--- config.mk ---
export PLATFORM = sky130hd
export DESIGN_NAME = int16_to_half_pipelined
export DESIGN_NICKNAME = d
export VERILOG_FILES = /design/src/rtl/int16_to_half_pipelined.sv
export SDC_FILE = /design/constraint.sdc
export NUM_CORES = 1
export LEC_CHECK = 0
export BUFFER_PORTS_ARGS = -buffer_cell sky130_fd_sc_hd__buf_2
export CORE_MARGIN = 5
export CORE_UTILIZATION = 39
export CTS_CLUSTER_DIAMETER = 200
export DETAILED_ROUTE_END_ITERATION = 8
export GPL_ROUTABILITY_DRIVEN = 0
export HOLD_SLACK_MARGIN = 0.15
export PLACE_DENSITY = 0.61
export SYNTH_ARGS = -nofsm -noshare
export SYNTH_HDL_FRONTEND = slang
export SYNTH_SLANG_ARGS = --single-unit
--- constraint.sdc ---
create_clock -name clk -period 3.1 [get_ports clk]
set_clock_uncertainty 0.1 [all_clocks]
set_input_delay 0.465 -clock clk [delete_from_list [all_inputs] [get_ports clk]]
set_output_delay 0.465 -clock clk [all_outputs]
set_load 0.05 [all_outputs]
--- src/rtl/int16_to_half_pipelined.sv ---
// rtl/int16_to_half_pipelined.sv - three-stage 16-bit integer to half-precision converter
module int16_to_half_pipelined (
    input  logic        clk,
    input  logic        reset,
    input  logic        in_Valid,
    input  logic        in_Signed,
    input  logic [16:1] in_Integer,
    output logic        out_Valid,
    output logic        out_Sign,
    output logic [5:1]  out_Exponent,
    output logic [10:1] out_Mantissa,
    output logic        SC_Inexact,
    output logic        SC_Output_OverFlow
);

    // Stage 1: sign / magnitude
    logic        s1_valid_q;
    logic        s1_sign_q,  s1_sign_d;
    logic        s1_zero_q,  s1_zero_d;
    logic [16:1] s1_mag_q,   s1_mag_d;

    always_comb begin
        s1_sign_d = in_Signed & in_Integer[16];
        s1_mag_d  = s1_sign_d ? (~in_Integer + 16'd1) : in_Integer;
        s1_zero_d = (in_Integer == 16'd0);
    end

    always_ff @(posedge clk) begin
        if (!reset) begin
            s1_valid_q <= 1'b0;
            s1_sign_q  <= 1'b0;
            s1_zero_q  <= 1'b0;
            s1_mag_q   <= 16'd0;
        end else begin
            s1_valid_q <= in_Valid;
            if (in_Valid) begin
                s1_sign_q <= s1_sign_d;
                s1_zero_q <= s1_zero_d;
                s1_mag_q  <= s1_mag_d;
            end
        end
    end

    // Stage 2: leading-one detect and normalise so the leading one lands on bit 16
    logic        s2_valid_q;
    logic        s2_sign_q;
    logic        s2_zero_q;
    logic [3:0]  s2_pos_q,   s2_pos_d;
    logic [16:1] s2_shift_q, s2_shift_d;

    always_comb begin
        s2_pos_d = 4'd0;
        for (int i = 1; i <= 16; i++) begin
            if (s1_mag_q[i]) begin
                s2_pos_d = 4'(i - 1);
            end
        end
        s2_shift_d = s1_mag_q << (4'd15 - s2_pos_d);
    end

    always_ff @(posedge clk) begin
        if (!reset) begin
            s2_valid_q <= 1'b0;
            s2_sign_q  <= 1'b0;
            s2_zero_q  <= 1'b0;
            s2_pos_q   <= 4'd0;
            s2_shift_q <= 16'd0;
        end else begin
            s2_valid_q <= s1_valid_q;
            if (s1_valid_q) begin
                s2_sign_q  <= s1_sign_q;
                s2_zero_q  <= s1_zero_q;
                s2_pos_q   <= s2_pos_d;
                s2_shift_q <= s2_shift_d;
            end
        end
    end

    // Stage 3: round to nearest even, pack, detect overflow
    logic        s3_valid_q;
    logic        s3_sign_q,  s3_sign_d;
    logic [5:1]  s3_exp_q,   s3_exp_d;
    logic [10:1] s3_mant_q,  s3_mant_d;
    logic        s3_inex_q,  s3_inex_d;
    logic        s3_ovf_q,   s3_ovf_d;

    logic        guard_bit;
    logic        sticky_bit;
    logic        round_up;
    logic [11:1] mant_sum;
    logic [6:1]  exp_sum;

    always_comb begin
        guard_bit  = s2_shift_q[5];
        sticky_bit = |s2_shift_q[4:1];
        round_up   = guard_bit & (sticky_bit | s2_shift_q[6]);
        mant_sum   = {1'b0, s2_shift_q[15:6]} + {10'd0, round_up};
        // A carry out of the mantissa leaves its low bits zero, so only the exponent needs bumping
        exp_sum    = 6'd15 + {2'b00, s2_pos_q} + {5'd0, mant_sum[11]};

        s3_sign_d = s2_sign_q;
        s3_exp_d  = exp_sum[5:1];
        s3_mant_d = mant_sum[10:1];
        s3_inex_d = guard_bit | sticky_bit;
        s3_ovf_d  = 1'b0;
        if (s2_zero_q) begin
            s3_sign_d = 1'b0;
            s3_exp_d  = 5'd0;
            s3_mant_d = 10'd0;
            s3_inex_d = 1'b0;
        end else if (exp_sum >= 6'd31) begin
            s3_exp_d  = 5'b11111;
            s3_mant_d = 10'd0;
            s3_ovf_d  = 1'b1;
        end
    end

    always_ff @(posedge clk) begin
        if (!reset) begin
            s3_valid_q <= 1'b0;
            s3_sign_q  <= 1'b0;
            s3_exp_q   <= 5'd0;
            s3_mant_q  <= 10'd0;
            s3_inex_q  <= 1'b0;
            s3_ovf_q   <= 1'b0;
        end else begin
            s3_valid_q <= s2_valid_q;
            if (s2_valid_q) begin
                s3_sign_q <= s3_sign_d;
                s3_exp_q  <= s3_exp_d;
                s3_mant_q <= s3_mant_d;
                s3_inex_q <= s3_inex_d;
                s3_ovf_q  <= s3_ovf_d;
            end
        end
    end

    assign out_Valid          = s3_valid_q;
    assign out_Sign           = s3_sign_q;
    assign out_Exponent       = s3_exp_q;
    assign out_Mantissa       = s3_mant_q;
    assign SC_Inexact         = s3_inex_q;
    assign SC_Output_OverFlow = s3_ovf_q;

endmodule
* After elaboration in Yosys (flattened, before gate mapping)
Cells that the tools add are included.
Widths: inputs -> output; s select.
** Word-level totals
- Input port bits :: 20
- Register bits :: 60
- Output and inout bits :: 19
- Word-level logic and storage cells :: 53
** Operators by class
- $add $sub $neg :: 5
- Bitwise operators :: 5
- Magnitude comparators :: 1
- Mux-type cells :: 24
- Shifts and indexed selects :: 1
- Reductions and logical operators :: 2
** Operators with widths (number)
- $mux 4 :: 14
- $mux 10 :: 2
- $add 16x1->16 const B :: 1
- $logic_not 16->1 :: 1
- $mux 16 :: 1
- $not 16->16 :: 1
- $shl 16x4->15 :: 1
- $add 10x1->11 :: 1
- $mux 5 :: 2
- $add 5x1->6 :: 1
- $ge 6x5->1 const B :: 1
- $add 4x4->5 const A :: 1
- $mux 1 :: 5
- $reduce_or 4->1 :: 1
- $sub 4x4->4 const A :: 1
- $and 1x1->1 :: 2
- $or 1x1->1 :: 2

* Depth between registers and ports, before layout
Gate-level depths: netlist of the first run.
- Depth in word-level cells :: 17
- Depth in mapped cells :: 15
- Mapped depth without buffers :: 15

* Worst setup path after synthesis of the first run
OpenSTA, ideal clock, no wires.
- Path type :: register -> register
- From :: register s2_shift_q[6] (netlist bit)
- To :: register s3_mant_q, in the netlist out_Mantissa[10]
- Data required time :: 2.885 ns
- Data arrival time :: 2.562 ns
- Path buffers :: 0
- Stages on the path, launching flop included :: 15
- Setup slack :: 0.323 ns
- Cells stage by stage :: dfxtp_1 -> and2_1 -> ha_1 -> nand3_1 -> nor2_1 -> and3_1 -> nand3_1 -> ha_1 -> ha_1 -> nand2b_1 -> o21ai_0 -> nand3b_1 -> o21ai_1 -> o2bb2ai_1 -> and2_1
** On the way
- Longest elaborated chain between the ends :: 7
** RTL lines
- start, declared :: RTL line 49 : logic [16:1] s2_shift_q, s2_shift_d;
- start signal, assigned :: RTL line 74 : s2_shift_q <= s2_shift_d;
- $or 1x1->1 :: RTL line 96 : round_up = guard_bit & (sticky_bit | s2_shift_q[6]);
- $and 1x1->1 :: RTL line 96
- $add 10x1->11 * :: RTL line 97 : mant_sum = {1'b0, s2_shift_q[15:6]} + {10'd0, round_up};
- $add 5x1->6 :: RTL line 99 : exp_sum = 6'd15 + {2'b00, s2_pos_q} + {5'd0, mant_sum[11]};
- $ge 6x5->1 :: RTL line 111 : end else if (exp_sum >= 6'd31) begin
- $mux 10 * :: RTL line 111
- $mux 10 * :: RTL line 106 : if (s2_zero_q) begin
- end signal, assigned :: RTL line 131 : s3_mant_q <= s3_mant_d;
- end, declared :: RTL line 83 : logic [10:1] s3_mant_q, s3_mant_d;
Every way passes the cells marked *; elsewhere a longest branch is shown, timed or not.
A chain may end at the register's enable or synchronous reset.

* Worst setup path after layout of the first run
- From :: register s2_shift_q[6] (netlist bit)
- To :: register s3_mant_q, in the netlist out_Mantissa[9]
Same word-level chain as after synthesis.

==> results of run 1 <==
==> tightest hold or removal path, delay by kind of cell <==
family / cells / cell delay, ps
buf+inv: 1 / 120
compound gates: 1 / 60
simple gates: 1 / 80
==> layout by cell type, fill, tap and decap left out, drive strengths merged, types with 4 or more instances in the layout <==
master and instances:
a211oi 18, a21oi 41, a221oi 5, a31oi 7, and2 8, and3 7
buf 48, clkbuf 10, dfxtp 60, ha 4, inv 16, mux2i 9
nand2 27, nand2b 7, nand3 16, nor2 71, nor2b 8, nor3 9
nor4 6, o21ai 34, o2bb2ai 6, o31ai 5, or3 4, or4 5
xnor2 8, xor2 13
==> per-layer routing <==
metal / global-route usage / up-vias
met5: 0 / -
met4: 0.05050 / 0
met3: 0.02759 / 15
met2: 0.2846 / 144
met1: 0.2172 / 1640
li1: - / 1754
==> cells in the mapped netlist (2+ instances only) <==
cell / number
and3_1: 5
a22oi_1: 3
a31oi_1: 7
o21ai_2: 3
a21oi_1: 40
o22ai_1: 2
or4_1: 5
or3_1: 4
buf_6: 4
nor2b_1: 8
o211ai_1: 2
a221oi_1: 4
nand3_1: 16
nor4_1: 4
nand2b_1: 7
nand2_1: 27
a311oi_1: 2
clkbuf_1: 20
buf_4: 3
mux2i_1: 9
o311ai_4: 2
ha_1: 4
o2bb2ai_1: 6
nor2_1: 69
xnor2_1: 8
a32oi_1: 2
o31ai_1: 5
nand3b_1: 2
buf_2: 5
and2_1: 8
inv_1: 15
xor2_1: 13
nor3_1: 9
nand4_1: 3
a211oi_1: 16
dfxtp_1: 60
o21ai_1: 7
o21ai_0: 24
==> path summary, 6_finish.rpt <==
check	startpoint	endpoint	slack [ps]	cells after the start
max	s2_shift_q[6]$_SDFFE_PN0P_	out_Mantissa[9]$_SDFFE_PN0P_	230	16
min	in_Integer[16]	s1_mag_q[16]$_SDFFE_PN0P_	340	3
max reg2reg	s2_shift_q[6]$_SDFFE_PN0P_	out_Mantissa[9]$_SDFFE_PN0P_	230	16
min reg2reg	s2_shift_q[4]$_SDFFE_PN0P_	s2_shift_q[4]$_SDFFE_PN0P_	370	2
==> where the power goes <==
part           internal, mW  switching [mW]
clock network         0.371           0.317
logic                 0.211           0.335
registers             0.815          0.0743
total                  1.40           0.726
==> metrics by stage <==
stage / setup TNS, ps / power, mW / cell area (µm²) / util
floorplan: 0 / 1.313 / 3727 / -
global placement: 0 / 1.433 / 3974 / 0.4280
detailed placement: 0 / 1.440 / 3974 / 0.4280
CTS: 0 / 2.129 / 4165 / 0.4487
global route: -1.700 / 2.238 / 4177 / 0.4499
finish: 0 / 2.122 / 4177 / 0.4499
==> cell families (layout without fill, tap and decap cells) <==
group / after synthesis / after routing / synth area share
XOR/XNOR: 21 / 21 / 0.04935
multiplexers: 9 / 9 / 0.02417
AO/OA/AOI/OAI: 149 / 149 / 0.2954
adder cells (fa/ha/maj): 4 / 4 / 0.01343
flip-flops: 60 / 60 / 0.3223
buffers and inverters: 49 / 80 / 0.06243
AND/OR/NAND/NOR: 175 / 175 / 0.2330
==> layout make-up <==
cell class / count / area (µm²) / area share
clock buffer: 10 / 127.6 / 0.03056
clock inverter: 6 / 63.81 / 0.01528
inverter: 16 / 60.06 / 0.01438
multi-input combinational: 358 / 2300 / 0.5506
sequential: 60 / 1201 / 0.2876
tap: 129 / 161.4 / 0.03865
timing repair buffer: 48 / 262.8 / 0.06291
==> flip-flops by register name (all words and copies together) (netlist names), 4 cells and up <==
signal / count
s1_mag_q: 16
out_Exponent: 5
s2_pos_q: 4
s2_shift_q: 15
out_Mantissa: 10
==> results.py, run 1 <==
metrics = {
    "cts": {
        "clock_latency_ps": 330,
        "cts.clk_slew.worst_paths_ps": 70,
        "cts-hold-fix-buffers": 0,
        "cts_htree_levels": 3,
        "cts_resized": 0,
        "clock_sinks": 60,
        "cts_tree": "done",
        "cts_setup_buffers": 0,
        "tritoncts.num_buffers": 9,
        "clockBufferDepth": 2,
        "cts_root_buf": "clkbuf_8",
    },
    "drt": {
        "drtIter0Drc": 431,
        "drc": 0,
        "wl_met3_um": 536,
        "vias": 3553,
        "first_pass_iters": 5,
        "routed.top_layer": "met4",
        "antenna_left": 0,
        "vias_per_cell": 5.667,
        "wl_per_cell_um": 15.49,
        "dr_wl_met2_um": 4566,
        "wl_um": 9711,
        "wl_met1_um": 4445,
    },
    "power_and_ir_drop": {
        "power-per-cell-area_nw_per_um2": 508.1,
        "vdd_drop_max_mv": 0.2226,
        "leakage_nw": 1.521,
    },
    "place": {
        "hpwl_um": 7181,
        "post-place-cells": 610,
        "dpl_worst_slack_ps": 233.9,
        "port-buffer-count": 38,
    },
    "finish": {
        "fillers": 985,
        "antennaDiodeCount": 0,
        "drive_above_1_share": 0.1787,
        "stdcell_count": 627,
        "syn_to_final_growth_pct": 12.05,
        "fin_nets": 517,
    },
    "grt": {
        "grt-ovfl-total": 0,
        "grt_pass1_vias": 3213,
        "antenna_found_initial": 0,
        "grt_max_degree": 35,
        "track_usage": 0.1677,
        "grt_pass1_wl_um": 15800,
    },
    "yosys": {
        "postSynthAreaPerCell_um2": 7.981,
        "synth_top_area_share": 0.3223,
        "synth-edff-count": 0,
        "synth-seq-cells": 60,
        "postSynthCellCount": 467,
        "ys_types": 72,
        "synth.yosys.seq_area_share": 0.3223,
        "syn-num-nets": 491,
        "synth_area_leader_cell": "dfxtp_1",
        "synthesis.area_um2": 3727,
        "synthArstFlopShare": 0,
        "synth_ff_type": "dfxtp_1",
        "yosysWarningCount": 0,
        "synth_area_leaders": "dfxtp_1, nor2_1, a21oi_1",
    },
    "die": {
        "die_h_um": 107.8,
        "start_util": 0.4015,
        "fp-row-count": 35,
        "die_w_um": 107.8,
        "core_area_um2": 9284,
        "dieArea_um2": 11610,
        "io_pins": 39,
    },
    "run": {
        "drv_cap": 0,
    },
    "sta": {
        "worst_slew_pin_slew_ps": 698.7,
        "setup_violations": 0,
        "slew_headroom": 0.5311,
        "hold_viol_final": 0,
        "slew_viol_final": 0,
        "period_minus_slack_ps": 2870,
        "fin_crit_sh": 0.9258,
        "fin_ws_ps": 230.2,
        "whs_ps": 341.2,
        "fmax_ghz": 0.3485,
    },
    "min_path": {
        "hold_class": "in2reg",
    },
    "worst_setup_path": {
        "cp.required_ps": 3230,
        "worst-path-buf-inv": 1,
        "path_cells": "and2_1 -> ha_1 -> nand3_1 -> nor2_2 -> and3_1 -> nand3_1 -> ha_1 -> ha_1 -> nand2b_1 -> o21ai_0 -> nand3b_1 -> o21ai_2 -> buf_2 -> nor2_1 -> a21oi_1 -> nor2_1",
        "cp_slowest_stage_delay_ps": 370,
        "crit_type": "reg2reg",
        "path_max_fanout": 5,
        "path_delay_family": "simple AND/OR/NAND/NOR gates",
        "start_kind": "flip-flop",
        "crit_top_cell": "ha_1",
        "cp_slowest_cell": "dfxtp_1",
        "arrival_ps": 3000,
        "endpoint_kind": "flip-flop",
    },
    "status": {
        "status": "finished, final reports clean",
    },
}
Note: power is estimated with default switching activity, not from simulation.
==> run 2, diff against run 1 <==
--- a/config.mk
+++ b/config.mk
@@ -5,6 +5,7 @@
 export SDC_FILE = /design/constraint.sdc
 export NUM_CORES = 1
 export LEC_CHECK = 0
+export ABC_AREA = 1
 export BUFFER_PORTS_ARGS = -buffer_cell sky130_fd_sc_hd__buf_2
 export CORE_MARGIN = 5
 export CORE_UTILIZATION = 39
==> results.py, run 2 <==
metrics = {
    "power_and_ir_drop": {
        "vdd_drop_max_mv": 0.2366,
        "power-per-cell-area_nw_per_um2": 509.5,
        "leakage_nw": 1.793,
    },
    "sta": {
        "hold_viol_final": 0,
        "slew_viol_final": 0,
        "worst_slew_pin_slew_ps": 1044,
        "fin_ws_ps": 407.5,
        "fin_tns_setup_ps": 0,
        "period_minus_slack_ps": 2692,
        "slew_headroom": 0.3030,
        "setup_violations": 0,
        "fmax_ghz": 0.3714,
        "fin_crit_sh": 0.8685,
        "rsz0062_at_grt": "false",
    },
    "worst_setup_path": {
        "start_kind": "flip-flop",
        "endpoint_kind": "flip-flop",
        "arrival_ps": 2770,
        "r2r_setup_slack_ps": 410,
        "crit_type": "reg2reg",
        "path_max_fanout": 8,
        "cp.required_ps": 3180,
    },
    "cts": {
        "cts_resized": 0,
        "clock_latency_ps": 330,
        "cts_htree_levels": 3,
        "cts_root_buf": "clkbuf_8",
        "clockBufferDepth": 2,
        "cts_setup_buffers": 0,
        "cts_tree": "done",
        "cts-hold-fix-buffers": 0,
        "clock_sinks": 60,
        "cts.clk_slew.worst_paths_ps": 70,
        "tritoncts.num_buffers": 9,
    },
    "drt": {
        "first_pass_iters": 5,
        "drtIter0Drc": 217,
        "antenna_left": 0,
        "vias": 3394,
        "vias_per_cell": 5.104,
        "wl_um": 8159,
        "drc": 0,
        "wl_per_cell_um": 12.27,
    },
    "yosys": {
        "synth_most_common_cell": "nand2_1",
        "synth_ff_type": "dfxtp_1",
        "synth-edff-count": 0,
        "synth_area_leaders": "dfxtp_1, nand2_1, nand3_1",
        "ys_types": 37,
        "synthArstFlopShare": 0,
        "yosysWarningCount": 0,
        "synthesis.area_um2": 3386,
        "synth_area_leader_cell": "dfxtp_1",
        "synth_top_area_share": 0.3548,
        "syn-num-nets": 543,
        "synth.yosys.seq_area_share": 0.3548,
        "postSynthAreaPerCell_um2": 6.524,
        "postSynthCellCount": 519,
        "synth-seq-cells": 60,
        "synth_top_cells_by_count": "nand2_1, nand3_1, inv_1",
    },
    "place": {
        "dpl_worst_slack_ps": 199.2,
        "hpwl_um": 6163,
        "post-place-cells": 649,
        "port-buffer-count": 38,
    },
    "finish": {
        "fillers": 927,
        "fin_nets": 576,
        "antennaDiodeCount": 0,
        "stdcell_count": 665,
        "largest_reg_flops": 16,
        "layout_common_cells": "nand2_1, nand3_1, inv_1",
        "largest_register": "s1_mag_q",
        "drive_above_1_share": 0.1382,
        "syn_to_final_growth_pct": 13.05,
        "fin_util": 0.4454,
        "final_common_cell": "nand2_1",
    },
    "die": {
        "io_pins": 39,
        "core_area_um2": 8593,
        "die_h_um": 103.2,
        "die_w_um": 103.2,
        "fp-row-count": 34,
        "start_util": 0.3940,
        "dieArea_um2": 10650,
    },
    "grt": {
        "grt_max_degree": 34,
        "grt-ovfl-total": 0,
        "track_usage": 0.1672,
        "grt_pass1_wl_um": 14200,
        "grt_pass1_vias": 3169,
        "antenna_found_initial": 0,
    },
    "status": {
        "status": "finished, final reports clean",
    },
    "min_path": {
        "hold_class": "in2reg",
    },
    "run": {
        "drv_cap": 0,
    },
}
==> run 2: cell count changes in the layout (fill, tap and decap cells not counted), sizes merged, moves of 8 or more <==
cell    change
nor2b       -8
and2        -8
nand2     +105
a21oi      +10
a211oi     -17
nor2       -35
mux2i       -9
nand3      +60
inv        +51
o21ai      -10
==> run 2: kinds of logic after synthesis <==
group                    share of synthesized area
XOR/XNOR                                   0.02587
adder cells (fa/ha/maj)                    0.01478
flip-flops                                  0.3548
AO/OA/AOI/OAI                               0.1519
buffers and inverters                       0.1057
AND/OR/NAND/NOR                             0.3470
==> run 2: power by group <==
| group | switching, mW | internal [mW] | total (mW) |
|---|---|---|---|
| Combinational | 0.324 | 0.156 | 0.479 |
| Clock | 0.306 | 0.309 | 0.615 |
| Sequential | 0.0387 | 0.817 | 0.855 |
| Total | 0.668 | 1.28 | 1.95 |
==> run 2: layout make-up <==
type	count	area, µm²	share of cell area
repair buffers	42	220.2	0.05754
multi-input cells	370	1842	0.4812
flip-flops and latches	60	1201	0.3138
inverters	69	259.0	0.06767
clock buffers	12	145.1	0.03792
clock inverters	4	25.02	0.006538
well taps	108	135.1	0.03531
==> run 2: metal layers <==
metal	track usage	routed length (µm)
met1	0.2110	3823
met2	0.2792	3846
met3	0.04561	389
met4	0.04980	99
met5	0	0
==> run 2: final timing paths <==
kind	startpoint	endpoint	cells past startpoint
worst max register to register	s2_shift_q[6]$_SDFFE_PN0P_	out_Mantissa[1]$_SDFFE_PN0P_	18
worst max-delay path	s2_shift_q[6]$_SDFFE_PN0P_	out_Mantissa[1]$_SDFFE_PN0P_	18
worst min register to register	out_Mantissa[5]$_SDFFE_PN0P_	out_Mantissa[5]$_SDFFE_PN0P_	2
worst min-delay path	in_Integer[15]	s1_zero_q$_SDFFE_PN0P_	2
==> run 2: stage by stage <==
| step | total power, mW | cell area (µm²) | hold WS [ps] |
|---|---|---|---|
| floorplan | 1.240 | 3386 | 324.8 |
| global route | 2.078 | 3827 | 233.6 |
| global placement | 1.340 | 3642 | 350.7 |
| CTS | 1.965 | 3812 | 219.1 |
| finish | 1.950 | 3827 | 237.2 |
| detailed placement | 1.346 | 3642 | 352.2 |
==> run 2: worst max-delay path: stages (launching register included) <==
cell and delay (ps):
dfxtp_1 340, nand2_1 90, inv_1 60, ha_1 140
nand2_1 80, nor2_2 120, nand3_1 110, nor2_2 160
nand4_1 100, ha_1 220, ha_1 230, xor2_2 160
nand4_1 120, nor2_2 110, inv_1 50, nand2_1 110
inv_2 90, o211ai_1 80, a21oi_1 80
==> run 3, diff against run 2 <==
--- a/config.mk
+++ b/config.mk
@@ -6,7 +6,8 @@
 export NUM_CORES = 1
 export LEC_CHECK = 0
 export ABC_AREA = 1
-export BUFFER_PORTS_ARGS = -buffer_cell sky130_fd_sc_hd__buf_2
+export BUFFER_PORTS_ARGS = -buffer_cell sky130_fd_sc_hd__clkbuf_2
+export CORE_ASPECT_RATIO = 0.7
 export CORE_MARGIN = 5
 export CORE_UTILIZATION = 39
 export CTS_CLUSTER_DIAMETER = 200
==> results.py, run 3 (synthesis results as in run 2) <==
metrics = {
    "status": {
        "status": "finished, final reports clean",
    },
    "place": {
        "port-buffer-count": 38,
        "dpl_cell_area_um2": 3657,
        "dpl_worst_slack_ps": 78.10,
        "hpwl_um": 6461,
    },
    "finish": {
        "layout_common_cells": "nand2_1, nand3_1, inv_1",
        "fin_nets": 580,
        "drive_above_1_share": 0.1503,
        "antennaDiodeCount": 0,
        "fin_area_um2": 4014,
        "fin_util": 0.4754,
        "largest_reg_flops": 16,
        "syn_to_final_growth_pct": 18.55,
        "final_common_cell": "nand2_1",
        "largest_register": "s1_mag_q",
    },
    "drt": {
        "drc": 0,
        "first_pass_iters": 5,
        "antenna_left": 0,
        "wl_per_cell_um": 13.29,
        "vias_per_cell": 5.228,
        "drtIter0Drc": 259,
        "wl_um": 9026,
        "vias": 3550,
    },
    "grt": {
        "grt_use_met3": 0.06004,
        "antenna_found_initial": 0,
        "use_met1": 0.2448,
        "use_met2": 0.2647,
        "grt-ovfl-total": 0,
        "busiest_layer": "met2",
        "grt_max_degree": 34,
        "grt_pass1_vias": 3301,
        "track_usage": 0.1767,
        "grt_pass1_wl_um": 15150,
    },
    "worst_setup_path": {
        "worst-path-buf-inv": 3,
        "path_cells": "nand2_1 -> inv_1 -> ha_1 -> nand2_1 -> nor2_2 -> nand3_2 -> nor2_4 -> nand4_1 -> ha_2 -> ha_2 -> xor2_2 -> nand4_1 -> nor2_2 -> inv_1 -> nand2_2 -> inv_4 -> o211ai_1 -> a21oi_1",
        "cp.required_ps": 3160,
        "arrival_ps": 2970,
        "endpoint_kind": "flip-flop",
        "path_delay_family": "simple AND/OR/NAND/NOR gates",
        "crit_type": "reg2reg",
        "start_kind": "flip-flop",
        "cp_slowest_stage_delay_ps": 340,
        "cp_slowest_cell": "dfxtp_1",
        "path_max_fanout": 8,
    },
    "sta": {
        "fmax_ghz": 0.3441,
        "setup_violations": 0,
        "period_minus_slack_ps": 2906,
        "hold_viol_final": 0,
        "worst_slew_pin_slew_ps": 1088,
        "fin_tns_setup_ps": 0,
        "fin_ws_ps": 194.0,
        "slew_viol_final": 0,
        "fin_crit_sh": 0.9374,
        "slew_headroom": 0.2740,
    },
    "die": {
        "core_area_um2": 8443,
        "fp-row-count": 28,
        "start_util": 0.4010,
        "die_h_um": 87.96,
        "dieArea_um2": 10670,
        "die_w_um": 121.4,
        "io_pins": 39,
    },
    "run": {
        "drv_cap": 0,
    },
    "min_path": {
        "hold_class": "in2reg",
    },
    "power_and_ir_drop": {
        "vdd_drop_max_mv": 0.3927,
        "clockPowerShare": 0.424,
        "power.switching_uw": 718.7,
        "total_power_mw": 2.350,
        "intPower_mw": 1.631,
        "comb_power_share": 0.211,
        "leakage_nw": 1.859,
        "seqPwrFrac": 0.365,
        "power-per-cell-area_nw_per_um2": 585.5,
        "p_sw_frac": 0.3058,
    },
    "cts": {
        "cts_root_buf": "clkbuf_16",
        "cts_tree": "done",
        "clockBufferDepth": 2,
        "cts.clk_slew.worst_paths_ps": 50,
        "clock_latency_ps": 330,
        "cts-hold-fix-buffers": 0,
        "cts_htree_levels": 3,
        "clock_sinks": 60,
        "tritoncts.num_buffers": 9,
    },
}
## run 3: cell count changes in the layout (fill, tap and decap cells not counted), sizes merged
cell | before | now
clkbuf | 12 | 50
buf | 42 | 8
clkinvlp | 2 | 0
bufinv | 0 | 1
clkinv | 4 | 3
## run 3: timing repair
action / CTS / global route
buffers inserted: 0 / 4
endpoints found under the setup margin: 0 / 10
gates resized for setup: 0 / 11
endpoints found under the hold margin: 0 / 0
## run 3: power groups by stage
stage	sequential [mW]	clock (mW)	combinational, mW
floorplan	0.883	0	0.357
global placement	0.871	0	0.466
detailed placement	0.872	0	0.474
CTS	0.856	1.02	0.478
global route	0.864	1.05	0.559
finish	0.858	0.997	0.496
## run 3: worst paths after layout
path                         startpoint                            to  slack [ps]  depth (start not counted)
min                      in_Integer[15]        s1_zero_q$_SDFFE_PN0P_         250                          2
max          s2_shift_q[6]$_SDFFE_PN0P_  out_Mantissa[1]$_SDFFE_PN0P_         190                         18
min reg2reg     SC_Inexact$_SDFFE_PN0P_       SC_Inexact$_SDFFE_PN0P_         360                          2
max reg2reg  s2_shift_q[6]$_SDFFE_PN0P_  out_Mantissa[1]$_SDFFE_PN0P_         190                         18
## run 3: per-stage QoR
step | cells | hold WS (ps)
2_1_floorplan | 519 | 324.8
3_3_place_gp | 661 | 354.1
3_5_place_dp | 661 | 356.6
4_1_cts | 675 | 245.6
5_1_grt | 679 | 254.0
6_report | 679 | 249.2
## run 3: worst register-to-register path, stage by stage (launching register included)
cell and delay [ps]:
dfxtp_1 340, nand2_1 90, inv_1 70, ha_1 140
nand2_1 90, nor2_2 170, nand3_2 130, nor2_4 150
nand4_1 140, ha_2 220, ha_2 190, xor2_2 190
nand4_1 150, nor2_2 160, inv_1 60, nand2_2 100
inv_4 70, o211ai_1 80, a21oi_1 80
## run 3: cell type report
class / instances / area (µm²)
clock buffer: 12 / 256.5
clock inverter: 2 / 35.03
fill: 883 / 4429
inverter: 69 / 261.5
multi-input combinational: 370 / 1859
sequential: 60 / 1201
tap: 120 / 150.1
timing repair buffer: 46 / 250.2
## run 3: metal layers
layer	share of wire	up-vias	routed length [µm]
met4	0.016	0	141
met5	0	-	0
li1	-	1779	-
met3	0.057	14	510
met2	0.43	95	3882
met1	0.50	1662	4491
